==> src/rtl/alu_cmd_sequencer.sv <==
// Issue/capture wrapper around an external combinational ALU: registers accepted
// commands into the ALU, captures results into a response FIFO, and keeps a forwarded accumulator.
module alu_cmd_sequencer #(
   parameter int WIDTH = 8,
   parameter int DEPTH = 4
) (
   input  logic             clk,
   input  logic             rst_n,
   input  logic             cmd_valid,
   output logic             cmd_ready,
   input  logic [2:0]       cmd_op,
   input  logic [WIDTH-1:0] cmd_a,
   input  logic [WIDTH-1:0] cmd_b,
   input  logic             cmd_use_acc,
   output logic [WIDTH-1:0] alu_a,
   output logic [WIDTH-1:0] alu_b,
   output logic [2:0]       alu_op,
   input  logic [WIDTH-1:0] alu_result,
   input  logic             alu_zero,
   output logic             rsp_valid,
   input  logic             rsp_ready,
   output logic [WIDTH-1:0] rsp_result,
   output logic             rsp_zero,
   output logic             rsp_illegal,
   output logic [WIDTH-1:0] acc
);

   localparam int AW = (DEPTH > 1) ? $clog2(DEPTH) : 1;
   localparam int CW = AW + 1;

   logic             issue_vld_q;
   logic             illegal_q;
   logic [WIDTH-1:0] alu_a_q;
   logic [WIDTH-1:0] alu_b_q;
   logic [2:0]       alu_op_q;
   logic [WIDTH-1:0] acc_q;
   logic [WIDTH-1:0] acc_d;

   logic [WIDTH-1:0] res_mem_q [DEPTH];
   logic             zero_mem_q [DEPTH];
   logic             ill_mem_q [DEPTH];
   logic [AW-1:0]    wr_ptr_q, wr_ptr_d;
   logic [AW-1:0]    rd_ptr_q, rd_ptr_d;
   logic [CW-1:0]    count_q, count_d;

   logic accept;
   logic push;
   logic pop;

   // Ready only counts slots already owned by the FIFO or the op in flight, so
   // every issued op is guaranteed a slot at capture time.
   assign cmd_ready = rst_n && ((count_q + CW'(issue_vld_q)) < CW'(DEPTH));
   assign accept    = cmd_valid && cmd_ready;
   assign push      = issue_vld_q;
   assign pop       = rsp_ready && (count_q != '0);

   always_comb begin
      acc_d    = acc_q;
      wr_ptr_d = wr_ptr_q;
      rd_ptr_d = rd_ptr_q;
      count_d  = count_q + CW'(push) - CW'(pop);
      // acc_d doubles as the forwarded accumulator for a chained op issued this cycle.
      if (issue_vld_q && !illegal_q) begin
         acc_d = alu_result;
      end
      if (push) begin
         wr_ptr_d = wr_ptr_q + AW'(1);
      end
      if (pop) begin
         rd_ptr_d = rd_ptr_q + AW'(1);
      end
   end

   always_ff @(posedge clk or negedge rst_n) begin
      if (!rst_n) begin
         issue_vld_q <= 1'b0;
         illegal_q   <= 1'b0;
         alu_a_q     <= '0;
         alu_b_q     <= '0;
         alu_op_q    <= '0;
         acc_q       <= '0;
         wr_ptr_q    <= '0;
         rd_ptr_q    <= '0;
         count_q     <= '0;
         for (int i = 0; i < DEPTH; i++) begin
            res_mem_q[i]  <= '0;
            zero_mem_q[i] <= 1'b0;
            ill_mem_q[i]  <= 1'b0;
         end
      end else begin
         issue_vld_q <= accept;
         if (accept) begin
            alu_a_q   <= cmd_use_acc ? acc_d : cmd_a;
            alu_b_q   <= cmd_b;
            alu_op_q  <= cmd_op;
            illegal_q <= (cmd_op == 3'b111);
         end
         if (push) begin
            res_mem_q[wr_ptr_q]  <= alu_result;
            zero_mem_q[wr_ptr_q] <= alu_zero;
            ill_mem_q[wr_ptr_q]  <= illegal_q;
         end
         acc_q    <= acc_d;
         wr_ptr_q <= wr_ptr_d;
         rd_ptr_q <= rd_ptr_d;
         count_q  <= count_d;
      end
   end

   assign alu_a       = alu_a_q;
   assign alu_b       = alu_b_q;
   assign alu_op      = alu_op_q;
   assign acc         = acc_q;
   assign rsp_valid   = (count_q != '0);
   assign rsp_result  = res_mem_q[rd_ptr_q];
   assign rsp_zero    = zero_mem_q[rd_ptr_q];
   assign rsp_illegal = ill_mem_q[rd_ptr_q];

endmodule

==> config.mk <==
export PLATFORM = sky130hd
export DESIGN_NAME = alu_cmd_sequencer
export DESIGN_NICKNAME = d
export VERILOG_FILES = /design/src/rtl/alu_cmd_sequencer.sv
export SDC_FILE = /design/constraint.sdc
export NUM_CORES = 1
export LEC_CHECK = 0
export ABC_AREA = 0
export CAP_MARGIN = 20
export CORE_MARGIN = 3
export CORE_UTILIZATION = 30
export CTS_BUF_LIST = sky130_fd_sc_hd__clkbuf_8
export DETAILED_ROUTE_END_ITERATION = 10
export REMOVE_ABC_BUFFERS = 1
export SYNTH_ARGS = -nofsm -noshare
export SYNTH_HDL_FRONTEND = slang
export SYNTH_SLANG_ARGS = --single-unit
==> constraint.sdc <==
create_clock -name clk -period 2 [get_ports clk]
set_clock_uncertainty 0.15 [all_clocks]
set_input_delay 0.4 -clock clk [delete_from_list [all_inputs] [get_ports clk]]
set_output_delay 0.4 -clock clk [all_outputs]
set_load 0.03 [all_outputs]
# --- Yosys cells after proc, flatten, opt, wreduce, memory -nomap -nowiden ---
# Index checks and enable logic that the tools add are counted.
word_totals:
  regBits: 76
  in_bits: 33
  out_inout_bits: 39
  elab_cells: 57
op_classes:
  add_sub_neg: 4
  n_lt_le_gt_ge: 4
  eq_ne: 1
  n_mux: 18
  bitwise: 2
  n_reduce_logical: 7
op_table:
  columns: ["op", "count"]
  rows:
  - ["2-to-1 mux 8 bit", 5]
  - ["bitwise mux 32 bit", 1]
  - ["binary-select mux 8 bit (select 2 bit)", 1]
  - ["demux 8 bit (select 2 bit)", 1]
  - ["bitwise mux 4 bit", 2]
  - ["greater-or-equal comparator 3 bit (second input constant)", 2]
  - ["NOT 2 -> 3 bit", 2]
  - ["logical AND 1 bit", 5]
  - ["2-to-1 mux 1 bit", 5]
  - ["adder 2 x 1 -> 2 bit (second input constant)", 2]
  - ["binary-select mux 1 bit (select 2 bit)", 2]
  - ["adder 3 x 1 -> 3 bit", 1]
  - ["equality test 3 bit (second input constant)", 1]
  - ["less-than comparator 3 x 1 -> 1 bit (second input constant)", 1]
  - ["less-than comparator 3 bit (second input constant)", 1]
  - ["nonzero test 3 bit", 1]
  - ["subtractor 3 x 1 -> 3 bit", 1]
  - ["demux 1 bit (select 2 bit)", 1]
  - ["zero test 1 bit", 1]

# --- Longest topological paths before layout ---
logic_depth:
  depth_word: 6
  mapped_depth: 7
  ltp_nobuf: 6

# --- Least setup slack after synthesis ---
# Ideal clock, no wire load.
synth_path:
  kind: "flip-flop to output port"
  from: "register issue_vld_q"
  to: "output port cmd_ready"
  arrival_time_ns: 1.540
  required_time_ns: 1.450
  path_slack_ns: -0.090
  stages_incl_launch_ff: 6
  path_buffers: 1
  cell_sequence: "dfrtp_1 -> ha_1 -> ha_1 -> xor2_1 -> clkbuf_1 -> nor2_1"
synth_via:
  elab_chain_cells: 3
synth_lines:
  columns: ["item", "line", "text"]
  rows:
  - ["from (decl)", "31", "logic issue_vld_q;"]
  - ["from (signal assigned)", "91", "issue_vld_q <= accept;"]
  - ["adder 3 x 1 -> 3 bit", "52", "assign cmd_ready = rst_n && ((count_q + CW'(issue_vld_q)) < CW'(DEPTH));"]
  - ["less-than comparator 3 bit", "52", null]
  - ["logical AND 1 bit", "52", null]
  - ["to (decl)", "10", "output logic cmd_ready,"]
# No other way between the ends.

# --- Final worst setup path ---
layout_path:
  from: "register rd_ptr_q[0]"
  to: "output port rsp_illegal"
layout_via:
  elab_chain_cells: 4
layout_lines:
  columns: ["item", "line", "text"]
  rows:
  - ["from (decl)", "43", "logic [AW-1:0] rd_ptr_q, rd_ptr_d;"]
  - ["from (signal assigned)", "105", "rd_ptr_q <= rd_ptr_d;"]
  - ["NOT 2 -> 3 bit (implied by the code)", "117", "assign rsp_illegal = ill_mem_q[rd_ptr_q];"]
  - ["binary-select mux 1 bit (select 2 bit)", "117", null]
  - ["2-to-1 mux 1 bit (implied by the code) (2 in series)", "117", null]
  - ["to (decl)", "24", "output logic rsp_illegal,"]
# No other way between the ends. The select of a mux whose other input is x is not followed.

==> qor.yml <==
outcome:
  status: "finished with violations"
  violations: "setup timing"
layout:
  diodes: 0
  syn2layout_area_growth_pct: 39.2
  postLayoutCoreUtil_pct: 44.0
  final_cells: 464
  design_area_um2: 4650
  mostFrequentLayoutCells: "76 x dfrtp_1, 50 x mux2_2, 50 x clkdlybuf4s50_1"
  final_common_cell: "dfrtp_1"
  drive_above_1_share_pct: 33.8
  nFillCells: 1025
  layout.nets: 364
power:
  leakagePower_nw: 2.14
  pwr-share-clk_pct: 18.4
  switchingPower_mw: 2.97
  seqPwrFrac_pct: 32.7
  powerDensity_nw_per_um2: 1770
  power_switching_share_pct: 36.1
  power_mw: 8.23
  pwr-share-comb_pct: 48.9
  worst_ir_drop_vdd_mv: 0.762
  power.internal_mw: 5.26
floorplanning:
  die_h_um: 111
  num_rows: 37
  start_util_pct: 31.6
  die_w_um: 111
  dieArea_um2: 12400
  ios: 72
  coreArea_um2: 10600
routing:
  first_pass_iters: 4
  post-route-drc-count: 0
  wire_per_inst_um: 16.3
  vias_per_cell: 4.75
  drt-total-wl_um: 7550
  vias: 2205
  drtIter0Drc: 113
  drt.antenna.violating_nets: 0
synthesis:
  avgSynthCellArea_um2: 14.3
  synth_cell_type_count: 26
  ys_warn_count: 0
  ys_ff_latch: 76
  synthesis.instances: 233
  ys_seq_area_share_pct: 57.0
  syn_area_um2: 3340
timing:
  maxSlewViolCount: 0
  rsz0062_at_grt: "true"
  finalWorstSetupSlack_ns: -0.149
  hold_ws_ns: 0.152
  slew_headroom_pct: 44.0
  max_freq_mhz: 465
  setup_tns_ns: -1.27
  tightestPinTransition_ns: 0.841
  min_period_ns: 2.15
  finalCritPeriodShare_pct: 107
  setup_viol: 11
  hold_violations: 0
placement:
  globalplace.congestion: 0.755
  dpl_cell_area_um2: 4290
  port_buffers: 71
  hpwl_um: 5320
  dp_slack_ns: 0.00232
  dpl.cell_count: 444
worst_setup_path:
  reg2reg_slack_ns: 0.08
  cp-start-kind: "flop"
  required_ns: 1.45
  worstPathArrival_ns: 1.60
  crit_type: "flop to output pin"
  crit_fanout: 11
  end_kind: "output pin"
global_route:
  antenna_found_initial: 0
  grt_pass1_vias: 2395
  grt_usage_pct: 12.7
  grt_pass1_wl_um: 12500
  grt_start_max_net_pins: 69
  grt_overflow: 0
clock_tree:
  clk_pin_slew_ns: 0.08
  numCtsBuffers: 9
  cts.sinks: 76
  cts_root_buffer: "clkbuf_8"
  insertion_delay_ns: 0.34
  cts_buffer_depth: 2
  cts_tree: "built"
  h-tree-depth: 3
min_path:
  hold_path_class: "input pin to async pin"
run:
  cap_violations: 0
## cell families (layout without fill, tap and decap cells)
family | after synthesis | count (layout) | share of synthesized area, %
and+or+nand+nor | 28 | 28 | 4.61
adders and majority gates | 8 | 8 | 3.00
xor gates and xnor gates | 5 | 5 | 1.31
AOI/OAI and AO/OA | 36 | 36 | 7.31
muxes | 61 | 61 | 24.1
buffers and inverters | 19 | 114 | 2.74
DFF | 76 | 76 | 57.0
## what timing repair did
action / in CTS / in global routing
endpoints found under the setup margin: 14 / 24
gates resized for setup: 20 / 9
setup buffers: 3 / 0
gates cloned: 0 / 0
endpoints found under the hold margin: 8 / 0
hold buffers: 1 / 0
pin swaps: 1 / 0
## worst max-delay path: stages (launching register included)
cell and delay, ns:
dfrtp_1 0.37, buf_12 0.16, mux4_2 0.55, buf_6 0.16
## cells in the mapped netlist, drive strengths merged
cell    instances  area (um2)
clkbuf          4        16.3
o21ai          11        55.1
a211oi          8        60.1
a21o            8        60.1
o31a            1        8.76
buf             6        41.3
mux4           10         225
dfrtp          76        1900
and3b           8        70.1
nand2           7        26.3
mux2           51         578
nor2            9        33.8
inv             9        33.8
nand2b          1        6.26
xnor2           1        8.76
or2             1        6.26
nand3           1        5.00
xor2            4        35.0
or3             1        6.26
o31ai           8        60.1
ha              8         100
## metal layers
layer	up-vias	track usage, %	routed length (um)
met4	0	4.62	116
met5	-	0	0
met3	10	2.93	351
li1	1032	-	-
met2	56	19.9	3440
met1	1107	17.3	3640
## state kept, by name (all words and copies together) (netlist names), 3 cells and up
register / flops
acc: 8
alu_a: 8
res_mem_q: 32
zero_mem_q: 4
alu_op: 3
alu_b: 8
count_q: 3
ill_mem_q: 4
## final timing paths
| check | startpoint | to | cells after the start |
|---|---|---|---|
| hold reg to reg | acc[3] | acc[3] | 1 |
| min in group clk | acc[3] | acc[3] | 1 |
| setup reg to reg | count_q[0] | alu_op[0] | 6 |
| hold / removal | rst_n | acc[0] | 2 |
| max in group asynchronous | rst_n | alu_op[0] | 3 |
| setup / recovery | rd_ptr_q[0] | rsp_illegal | 3 |
## final cells by class
| cell class | instances | area, um2 | share of cell area, % |
|---|---|---|---|
| Sequential cell | 76 | 1900 | 40.9 |
| Clock buffer | 9 | 124 | 2.67 |
| Tap cell | 136 | 170 | 3.66 |
| Inverter | 9 | 36.3 | 0.781 |
| Clock inverter | 7 | 139 | 2.99 |
| Multi-Input combinational cell | 138 | 1360 | 29.2 |
| Timing Repair Buffer | 89 | 917 | 19.7 |
## power groups by stage
stage | Clock [mW] | Combinational [mW] | Sequential [mW]
global route | 1.61 | 4.30 | 2.79
floorplan | 0 | 1.78 | 3.25
detailed placement | 0 | 3.87 | 2.73
global placement | 0 | 3.82 | 2.70
finish | 1.52 | 4.02 | 2.69
CTS | 1.56 | 4.10 | 2.70
(Power assumes the default switching activity.)
